File: config.mk
export PLATFORM = sky130hd
export DESIGN_NAME = matrix_loader
export DESIGN_NICKNAME = d
export VERILOG_FILES = /design/src/rtl/matmul_pkg.sv /design/src/rtl/matload_addr_cnt.sv /design/src/rtl/matrix_loader.sv
export SDC_FILE = /design/constraint.sdc
export NUM_CORES = 1
export LEC_CHECK = 0
export CELL_PAD_IN_SITES_DETAIL_PLACEMENT = 2
export CELL_PAD_IN_SITES_GLOBAL_PLACEMENT = 2
export CORE_ASPECT_RATIO = 0.75
export CORE_MARGIN = 1
export CORE_UTILIZATION = 25
export CTS_BUF_LIST = sky130_fd_sc_hd__clkbuf_16
export CTS_CLUSTER_SIZE = 8
export DETAILED_ROUTE_END_ITERATION = 8
export DONT_BUFFER_PORTS = 1
export GPL_TIMING_DRIVEN = 0
export PLACE_DENSITY_LB_ADDON = 0.08
export SYNTH_ARGS = -nofsm -noshare
export SYNTH_HDL_FRONTEND = slang
export SYNTH_SLANG_ARGS = --single-unit
File: constraint.sdc
create_clock -name clk -period 2.25 [get_ports clk]
set_clock_uncertainty 0.2 [all_clocks]
set_input_delay 0.45 -clock clk [delete_from_list [all_inputs] [get_ports clk]]
set_output_delay 0.45 -clock clk [all_outputs]
set_load 0.05 [all_outputs]
File: src/rtl/matmul_pkg.sv
// Shared loader state encoding and default matrix dimensions for the matmul datapath.
package matmul_pkg;

    localparam int M_DEF  = 8;
    localparam int N_DEF  = 8;
    localparam int DW_DEF = 8;

    typedef enum logic [2:0] {
        IDLE   = 3'd0,
        LOAD_A = 3'd1,
        LOAD_B = 3'd2,
        FLUSH  = 3'd3,
        KICK   = 3'd4
    } load_state_e;

    function automatic logic is_loading(input load_state_e s);
        return (s == LOAD_A) || (s == LOAD_B);
    endfunction

endpackage

File: src/rtl/matload_addr_cnt.sv
// Terminal-count address counter: counts 0..TC-1, returns to 0 after the terminal count.
module matload_addr_cnt #(
    parameter int            AW = 16,
    parameter logic [AW-1:0] TC = AW'(64)
) (
    input  logic          clk_i,
    input  logic          rst_n_i,
    input  logic          clr_i,
    input  logic          en_i,
    output logic [AW-1:0] cnt_o,
    output logic          done_o
);

    localparam logic [AW-1:0] LAST = TC - AW'(1);

    logic [AW-1:0] cnt_q;
    logic [AW-1:0] cnt_d;

    // Next count; terminal count folds back to zero so the next matrix starts clean
    always_comb begin
        cnt_d = cnt_q;
        if (clr_i) begin
            cnt_d = {AW{1'b0}};
        end else if (en_i) begin
            if (cnt_q == LAST) begin
                cnt_d = {AW{1'b0}};
            end else begin
                cnt_d = cnt_q + AW'(1);
            end
        end else begin
            cnt_d = cnt_q;
        end
    end

    // Count register
    always_ff @(posedge clk_i or negedge rst_n_i) begin
        if (!rst_n_i) begin
            cnt_q <= {AW{1'b0}};
        end else begin
            cnt_q <= cnt_d;
        end
    end

    assign cnt_o  = cnt_q;
    assign done_o = (cnt_q == LAST);

endmodule

File: src/rtl/matrix_loader.sv
// Matrix loader: streams row-major A then B into two memories, then pulses start.
// Optional in_last framing check is built when MATLOAD_LAST_CHECK_EN is defined.
module matrix_loader
    import matmul_pkg::*;
#(
    parameter int m  = M_DEF,
    parameter int n  = N_DEF,
    parameter int DW = DW_DEF
) (
    input  logic            clk,
    input  logic            rst,
    input  logic            load_go,
    input  logic            in_valid,
    output logic            in_ready,
    input  logic [DW-1:0]   in_data,
    input  logic            in_last,
    output logic            m1EN,
    output logic            m1wEN,
    output logic            m2EN,
    output logic            m2wEN,
    output logic [m+n-1:0]  addr1,
    output logic [m+n-1:0]  addr2,
    output logic [DW-1:0]   wdata,
    output logic            start,
    output logic            busy,
    output logic            err
);

    localparam int            AW = m + n;
    localparam logic [AW-1:0] TC = AW'(m * n);

    load_state_e   state_q;
    load_state_e   state_d;
    logic          in_ready_q;
    logic          busy_q;
    logic          start_q;
    logic          m1_we_q;
    logic          m2_we_q;
    logic [AW-1:0] addr1_q;
    logic [AW-1:0] addr2_q;
    logic [DW-1:0] wdata_q;
    logic          err_q;
    logic          xfer_s;
    logic          cnt_en_s;
    logic          cnt_clr_s;
    logic          cnt_last_s;
    logic [AW-1:0] cnt_s;

    assign xfer_s = in_valid && in_ready_q;

    matload_addr_cnt #(
        .AW (AW),
        .TC (TC)
    ) u_addr_cnt (
        .clk_i   (clk),
        .rst_n_i (rst),
        .clr_i   (cnt_clr_s),
        .en_i    (cnt_en_s),
        .cnt_o   (cnt_s),
        .done_o  (cnt_last_s)
    );

    // Next-state and counter control
    always_comb begin
        state_d   = state_q;
        cnt_en_s  = 1'b0;
        cnt_clr_s = 1'b0;
        case (state_q)
            IDLE: begin
                if (load_go) begin
                    state_d   = LOAD_A;
                    cnt_clr_s = 1'b1;
                end else begin
                    state_d = IDLE;
                end
            end
            LOAD_A: begin
                cnt_en_s = xfer_s;
                if (xfer_s && cnt_last_s) begin
                    state_d = LOAD_B;
                end else begin
                    state_d = LOAD_A;
                end
            end
            LOAD_B: begin
                cnt_en_s = xfer_s;
                if (xfer_s && cnt_last_s) begin
                    state_d = FLUSH;
                end else begin
                    state_d = LOAD_B;
                end
            end
            FLUSH:   state_d = KICK;
            KICK:    state_d = IDLE;
            default: state_d = IDLE;
        endcase
    end

    // State register; handshake and status outputs decoded from the next state
    always_ff @(posedge clk or negedge rst) begin
        if (!rst) begin
            state_q    <= IDLE;
            in_ready_q <= 1'b0;
            busy_q     <= 1'b0;
            start_q    <= 1'b0;
        end else begin
            state_q    <= state_d;
            in_ready_q <= is_loading(state_d);
            busy_q     <= (state_d != IDLE);
            start_q    <= (state_d == KICK);
        end
    end

    // Write port: element and address captured on transfer, presented one cycle later
    always_ff @(posedge clk or negedge rst) begin
        if (!rst) begin
            m1_we_q <= 1'b0;
            m2_we_q <= 1'b0;
            addr1_q <= {AW{1'b0}};
            addr2_q <= {AW{1'b0}};
            wdata_q <= {DW{1'b0}};
        end else begin
            m1_we_q <= xfer_s && (state_q == LOAD_A);
            m2_we_q <= xfer_s && (state_q == LOAD_B);
            if (xfer_s) begin
                wdata_q <= in_data;
            end
            if (xfer_s && (state_q == LOAD_A)) begin
                addr1_q <= cnt_s;
            end
            if (xfer_s && (state_q == LOAD_B)) begin
                addr2_q <= cnt_s;
            end
        end
    end

`ifdef MATLOAD_LAST_CHECK_EN
    logic final_beat_s;
    assign final_beat_s = (state_q == LOAD_B) && cnt_last_s;

    // Sticky framing error: in_last must be high on the final B beat and nowhere else
    always_ff @(posedge clk or negedge rst) begin
        if (!rst) begin
            err_q <= 1'b0;
        end else if ((state_q == IDLE) && load_go) begin
            err_q <= 1'b0;
        end else if (xfer_s && (in_last != final_beat_s)) begin
            err_q <= 1'b1;
        end else begin
            err_q <= err_q;
        end
    end
`else
    logic last_unused_s;
    assign last_unused_s = in_last;
    assign err_q         = 1'b0;
`endif

    assign in_ready = in_ready_q;
    assign m1EN     = m1_we_q;
    assign m1wEN    = m1_we_q;
    assign m2EN     = m2_we_q;
    assign m2wEN    = m2_we_q;
    assign addr1    = addr1_q;
    assign addr2    = addr2_q;
    assign wdata    = wdata_q;
    assign start    = start_q;
    assign busy     = busy_q;
    assign err      = err_q;

endmodule
==> flow_metrics.env, run 1 <==
export IMPL_setup_tns_final_ps=0
export IMPL_r2r_end="u_addr_cnt.cnt_o[14]"
export IMPL_finalNetCount=266
export IMPL_drv_cap=0
export IMPL_ant_nets=0
export IMPL_cp_end_kind="register"
export IMPL_peakVddDrop_v=0.000533
export IMPL_synth_area_top_cells="dfrtp_1 54%, mux2_2 14%, a31oi_1 3.8%, nand3_1 1.9%, buf_2 1.7%"
export IMPL_powerDensity_nw_per_um2=1290
export IMPL_syn_to_final_growth_pct=21.1
export IMPL_hp_class="primary input to register"
export IMPL_grt_max_degree=65
export IMPL_num_fill_cells=1274
export IMPL_dieArea_um2=12300
export IMPL_ys_types=52
export IMPL_layout_setup_ws_ps=130
export IMPL_holdPathEnd="wdata[3]"
export IMPL_dr_total_vias=2045
export IMPL_io_buffers=0
export IMPL_finish_utilization_pct=31.0
export IMPL_clock_latency_ps=340
export IMPL_path_class="register to register"
export IMPL_globalRouteTotalUtil_pct=15.2
export IMPL_clkSinkCount=64
export IMPL_synthCells=236
export IMPL_cts_root_buf="clkbuf_16"
export IMPL_ys_flop_type="dfrtp_1"
export IMPL_power_uw=4640
export IMPL_core_region_area_um2=11600
export IMPL_p_leak_uw=0.00157
export IMPL_synth_edf_count=0
export IMPL_synth_seq_cells=64
export IMPL_netlist_area_leader_share_pct=54.1
export IMPL_cts_tree="done"
export IMPL_min_from="in_data[3]"
export IMPL_drt_total_wl_um=8510
export IMPL_worstPathRequired_ps=2250
export IMPL_drive_above_1_share_pct=36.6
export IMPL_yosysTopAreaCell="dfrtp_1"
export IMPL_cts_max_path_buffers=2
export IMPL_dr_pass1_iters=4
export IMPL_fin_crit_sh_pct=94.2
export IMPL_setup_viol=0
export IMPL_antenna_cells=0
export IMPL_antenna_found_initial=0
export IMPL_mostFrequentLayoutCell="dfrtp_1"
export IMPL_ys_seq_area_share_pct=54.1
export IMPL_status="complete, no violations"
export IMPL_drcViolationCount=0
export IMPL_h_tree_depth=3
export IMPL_final_max_slew_violation_count=0
export IMPL_synth_area_um2=2960
export IMPL_grt_pass1_vias=2235
export IMPL_die_h_um=96.2
export IMPL_async_reset_ff_share_pct=100
export IMPL_tightestPinTransition_ps=585
export IMPL_grt_pass1_wl_um=13400
export IMPL_worst_ep_arrival_time_ps=2120
export IMPL_placed_cells=398
export IMPL_worstPathMaxFanout=8
export IMPL_reg2reg_slack_ps=130
export IMPL_yosys_warnings=0
export IMPL_die_x_um=128
export IMPL_hold_depth=1
export IMPL_cp_start_kind="register"
export IMPL_cts_reportedPaths_clkPinSlew_ps=60
export IMPL_drtIter0Drc=90
export IMPL_layout_cells_most_common_list="61 x dfrtp_1, 37 x mux2_2, 18 x a31oi_1"
export IMPL_overflow=0
export IMPL_max_slew_margin_pct=61.0
export IMPL_rr_worst_depth=5
export IMPL_routedWlPerCell_um=20.3
export IMPL_initial_core_util_pct=25.6
export IMPL_min_period_ps=2120
export IMPL_hold_viol=0
export IMPL_finalNonFillerCells=419
export IMPL_pre_cts_slack_ps=-376
export IMPL_synth_fp_nets=250
export IMPL_num_rows=34
export IMPL_dp_hpwl_um=5390
export IMPL_place_congestion=0.688
export IMPL_vias_per_cell=4.88
export IMPL_r2r_start="u_addr_cnt.cnt_o[0]"
export IMPL_ioPinCount=61
export IMPL_cts_buffers=9
export IMPL_fmaxAchievable_mhz=472
export IMPL_syn_mean_instance_area_um2=12.5
-- worst max-delay path, stage by stage, from the launching register on --
cell	delay (ps)
dfrtp_2	450
ha_1	230
nand3_1	300
or4_1	620
nand3_1	100
a31oi_1	90
-- area by class of cell --
class	count	area, um^2	area share [%]
Multi-Input combinational cell	148	1260	35.2
Timing Repair Buffer	5	60.1	1.68
Tap cell	162	203	5.65
Clock buffer	9	225	6.28
Sequential cell	64	1610	44.8
Inverter	4	15.0	0.419
Clock inverter	7	96.3	2.69
Buffer	20	118	3.28
-- per-layer routing --
layer / wire length, um / up-vias / GRT usage (%)
met2: 3800 / 48 / 22.7
met4: 106 / 0 / 5.00
met5: 0 / - / 0
met3: 448 / 10 / 5.17
li1: - / 926 / -
met1: 4150 / 1061 / 20.7
-- cells by family after synthesis --
family | count (synthesis) | share of synthesized area (%)
simple gates | 65 | 14.7
flops | 64 | 54.1
mux | 41 | 15.6
compound gates | 40 | 10.8
buf+inv | 24 | 4.27
fa+ha+maj | 1 | 0.423
other cells | 1 | 0.127
-- repair_timing --
action                                  4_1_cts  5_1_grt
endpoints found under the setup margin       41       16
pin swaps                                     2        0
gates resized for setup                       5        7
buffers inserted                              3        0
hold endpoints to repair                     64        0
hold buffers                                  2        0
-- synth_stat cells, drive strengths merged, types with 2 or more instances --
library cell,number
a211oi,2
a21oi,2
a31oi,18
and3,5
and4,3
buf,16
clkbuf,4
dfrtp,64
inv,4
mux2,40
nand2,10
nand2b,2
nand3,12
nand4,7
nor2,4
nor3,7
nor4,4
o211ai,5
o21a,2
o21ai,2
o21bai,2
o31ai,2
o41ai,2
or3,2
or4,3
-- where the power goes --
part	total [uW]	internal (uW)	switching (uW)	leakage, uW
clock network	1520	971	546	0.000153
logic	1040	421	617	0.000601
registers	2080	1360	722	0.000818
-- per-stage QoR --
step	instance area (um^2)	hold WS, ps
finish	3580	60.1
global route	3580	47.4
CTS	3560	49.4
detailed placement	3160	-43.1
global placement	3160	-43.2
floorplan	2960	-45.6
-- worst max-delay path by stage --
stage	start	endpoint	slack [ps]	depth (start not counted)
after floorplan	in_ready	addr1[10]	20	4
final	u_addr_cnt.cnt_o[0]	u_addr_cnt.cnt_o[14]	130	5
after CTS	in_ready	u_addr_cnt.cnt_o[11]	7	5
after detailed placement	in_ready	addr2[12]	-380	4
after global placement	in_ready	addr2[13]	-380	4
after global routing	u_addr_cnt.cnt_o[0]	state_q[1]	-7	6
-- registers in the layout, indices dropped and copies added, names as in the netlist --
signal	cells
addr1	16
busy	1
u_addr_cnt.cnt_o	16
m1EN	1
state_q	3
addr2	16
m2EN	1
in_ready	1
start	1
wdata	8
No activity file was read; power rests on OpenSTA's default activity.
==> run 2, diff against run 1 <==
--- a/config.mk
+++ b/config.mk
@@ -8,7 +8,7 @@
 export CELL_PAD_IN_SITES_DETAIL_PLACEMENT = 2
 export CELL_PAD_IN_SITES_GLOBAL_PLACEMENT = 2
 export CORE_ASPECT_RATIO = 0.75
-export CORE_MARGIN = 1
+export CORE_MARGIN = 1.5
 export CORE_UTILIZATION = 25
 export CTS_BUF_LIST = sky130_fd_sc_hd__clkbuf_16
 export CTS_CLUSTER_SIZE = 8
==> flow_metrics.env, run 2 (synthesis gave the netlist of run 1 again) <==
export IMPL_status="complete, no violations"
export IMPL_syn_to_final_growth_pct=20.1
export IMPL_ioPinCount=61
export IMPL_grtUsageMet1_pct=19.7
export IMPL_grt_pass1_vias=2295
export IMPL_grtUsageMet3_pct=4.79
export IMPL_cts_buffers=9
export IMPL_routedWlPerCell_um=19.8
export IMPL_layout_cells_most_common_list="61 x dfrtp_1, 37 x mux2_2, 18 x a31oi_1"
export IMPL_drt_total_wl_um=8280
export IMPL_hold_viol=0
export IMPL_p_sw_uw=1850
export IMPL_core_region_area_um2=11600
export IMPL_tightestPinTransition_ps=611
export IMPL_busiest_layer="met2"
export IMPL_fin_crit_sh_pct=94.3
export IMPL_vias_per_cell=4.90
export IMPL_min_from="in_data[0]"
export IMPL_dp_hpwl_um=5330
export IMPL_worstPathMaxFanout=10
export IMPL_dieArea_um2=12500
export IMPL_worstPathRequired_ps=2230
export IMPL_hp_class="primary input to register"
export IMPL_drive_above_1_share_pct=36.6
export IMPL_path_class="register to register"
export IMPL_cts_reportedPaths_clkPinSlew_ps=50
export IMPL_powerDensity_nw_per_um2=1260
export IMPL_ant_nets=0
export IMPL_grt_pass1_wl_um=13300
export IMPL_drcViolationCount=0
export IMPL_r2r_start="in_ready"
export IMPL_hold_ws_ps=69.6
export IMPL_holdPathEnd="wdata[0]"
export IMPL_die_x_um=129
export IMPL_hold_depth=1
export IMPL_worst_ep_arrival_time_ps=2110
export IMPL_p_clk_share_pct=30.4
export IMPL_finalNetCount=266
export IMPL_rr_worst_depth=5
export IMPL_comb_power_share_pct=23.1
export IMPL_dr_pass1_iters=4
export IMPL_met2_usage_pct=21.6
export IMPL_num_rows=34
export IMPL_cp_start_kind="register"
export IMPL_setup_viol=0
export IMPL_peakVddDrop_v=0.000531
export IMPL_io_buffers=0
export IMPL_cts_root_buf="clkbuf_16"
export IMPL_rsz0062_at_grt="yes"
export IMPL_layout_setup_ws_ps=128
export IMPL_clock_latency_ps=330
export IMPL_placed_cells=398
export IMPL_finish_utilization_pct=30.7
export IMPL_cts_tree="done"
export IMPL_mostFrequentLayoutCell="dfrtp_1"
export IMPL_globalRouteTotalUtil_pct=14.4
export IMPL_die_h_um=97.2
export IMPL_antenna_found_initial=0
export IMPL_fmaxAchievable_mhz=471
export IMPL_drv_cap=0
export IMPL_sw_frac_of_total_pct=41.3
export IMPL_p_leak_uw=0.00156
export IMPL_cts_max_path_buffers=2
export IMPL_overflow=0
export IMPL_h_tree_depth=3
export IMPL_setup_tns_final_ps=0
export IMPL_clkSinkCount=64
export IMPL_r2r_end="u_addr_cnt.cnt_o[11]"
export IMPL_dr_total_vias=2053
export IMPL_reg2reg_slack_ps=130
export IMPL_antenna_cells=0
export IMPL_power_frac_seq_pct=46.5
export IMPL_final_max_slew_violation_count=0
export IMPL_grt_max_degree=65
export IMPL_min_period_ps=2120
export IMPL_place_congestion=0.672
export IMPL_initial_core_util_pct=25.6
export IMPL_drtIter0Drc=78
export IMPL_cp_end_kind="register"
export IMPL_finalNonFillerCells=419
export IMPL_pre_cts_slack_ps=-387
export IMPL_p_int_uw=2630
export IMPL_max_slew_margin_pct=59.2
-- run 2: changes by cell type in the layout (fill, tap and decap cells not counted), sizes merged --
cell    change
clkinv      +2
clkbuf      -1
buf         +1
bufinv      -1
inv         -1
-- run 2: worst max path at each step --
stage                     slack [ps]                    to           startpoint  cells after the start
after CTS                         30  u_addr_cnt.cnt_o[10]  u_addr_cnt.cnt_o[1]                      7
after global routing             -10  u_addr_cnt.cnt_o[14]  u_addr_cnt.cnt_o[0]                      5
after global placement          -380             addr2[13]             in_ready                      4
after detailed placement        -390             addr2[14]             in_ready                      4
final                            130  u_addr_cnt.cnt_o[11]             in_ready                      5
after floorplan                   20             addr1[10]             in_ready                      4
-- run 2: metal layers --
| layer | part of all wire (%) | vias up |
|---|---|---|
| met1 | 48 | 1079 |
| met3 | 5.4 | 7 |
| li1 | - | 919 |
| met4 | 0.87 | 0 |
| met2 | 45 | 48 |
| met5 | 0 | - |
-- run 2: area by class of cell --
class                      count  area (um^2)
buffer                        20          121
clock buffer                   9          225
clock inverter                 7         63.8
fill                        1283         8020
inverter                       4         15.0
multi-input combinational    148         1260
sequential                    64         1610
tap                          162          203
timing repair buffer           5         60.1
-- run 2: worst max-delay path: stages, from the launching register on --
cell and delay, ps:
dfrtp_2 530, nand2_2 210, o21a_1 320, nor3_2 250, buf_2 340, a31oi_1 130
-- run 2: repair_timing --
action | in CTS | in global routing
buffers inserted | 3 | 0
cloned | 0 | 0
pin swaps | 2 | 0
endpoints found under the setup margin | 43 | 16
hold endpoints to repair | 64 | 0
gates resized for setup | 7 | 7
hold buffers | 2 | 0
-- run 2: per-stage QoR --
stage / power (uW) / cell area (um^2)
final: 4480 / 3560
after global routing: 4740 / 3560
after CTS: 4540 / 3530
after detailed placement: 3070 / 3160
after global placement: 3060 / 3160
after floorplan: 2750 / 2960
-- run 2: power by group through the flow --
| stage | Clock [uW] | Combinational [uW] | Sequential (uW) |
|---|---|---|---|
| after CTS | 1420 | 1040 | 2090 |
| final | 1360 | 1030 | 2080 |
| after global placement | 0 | 960 | 2100 |
| after detailed placement | 0 | 969 | 2100 |
| after global routing | 1460 | 1160 | 2130 |
| after floorplan | 0 | 748 | 2000 |
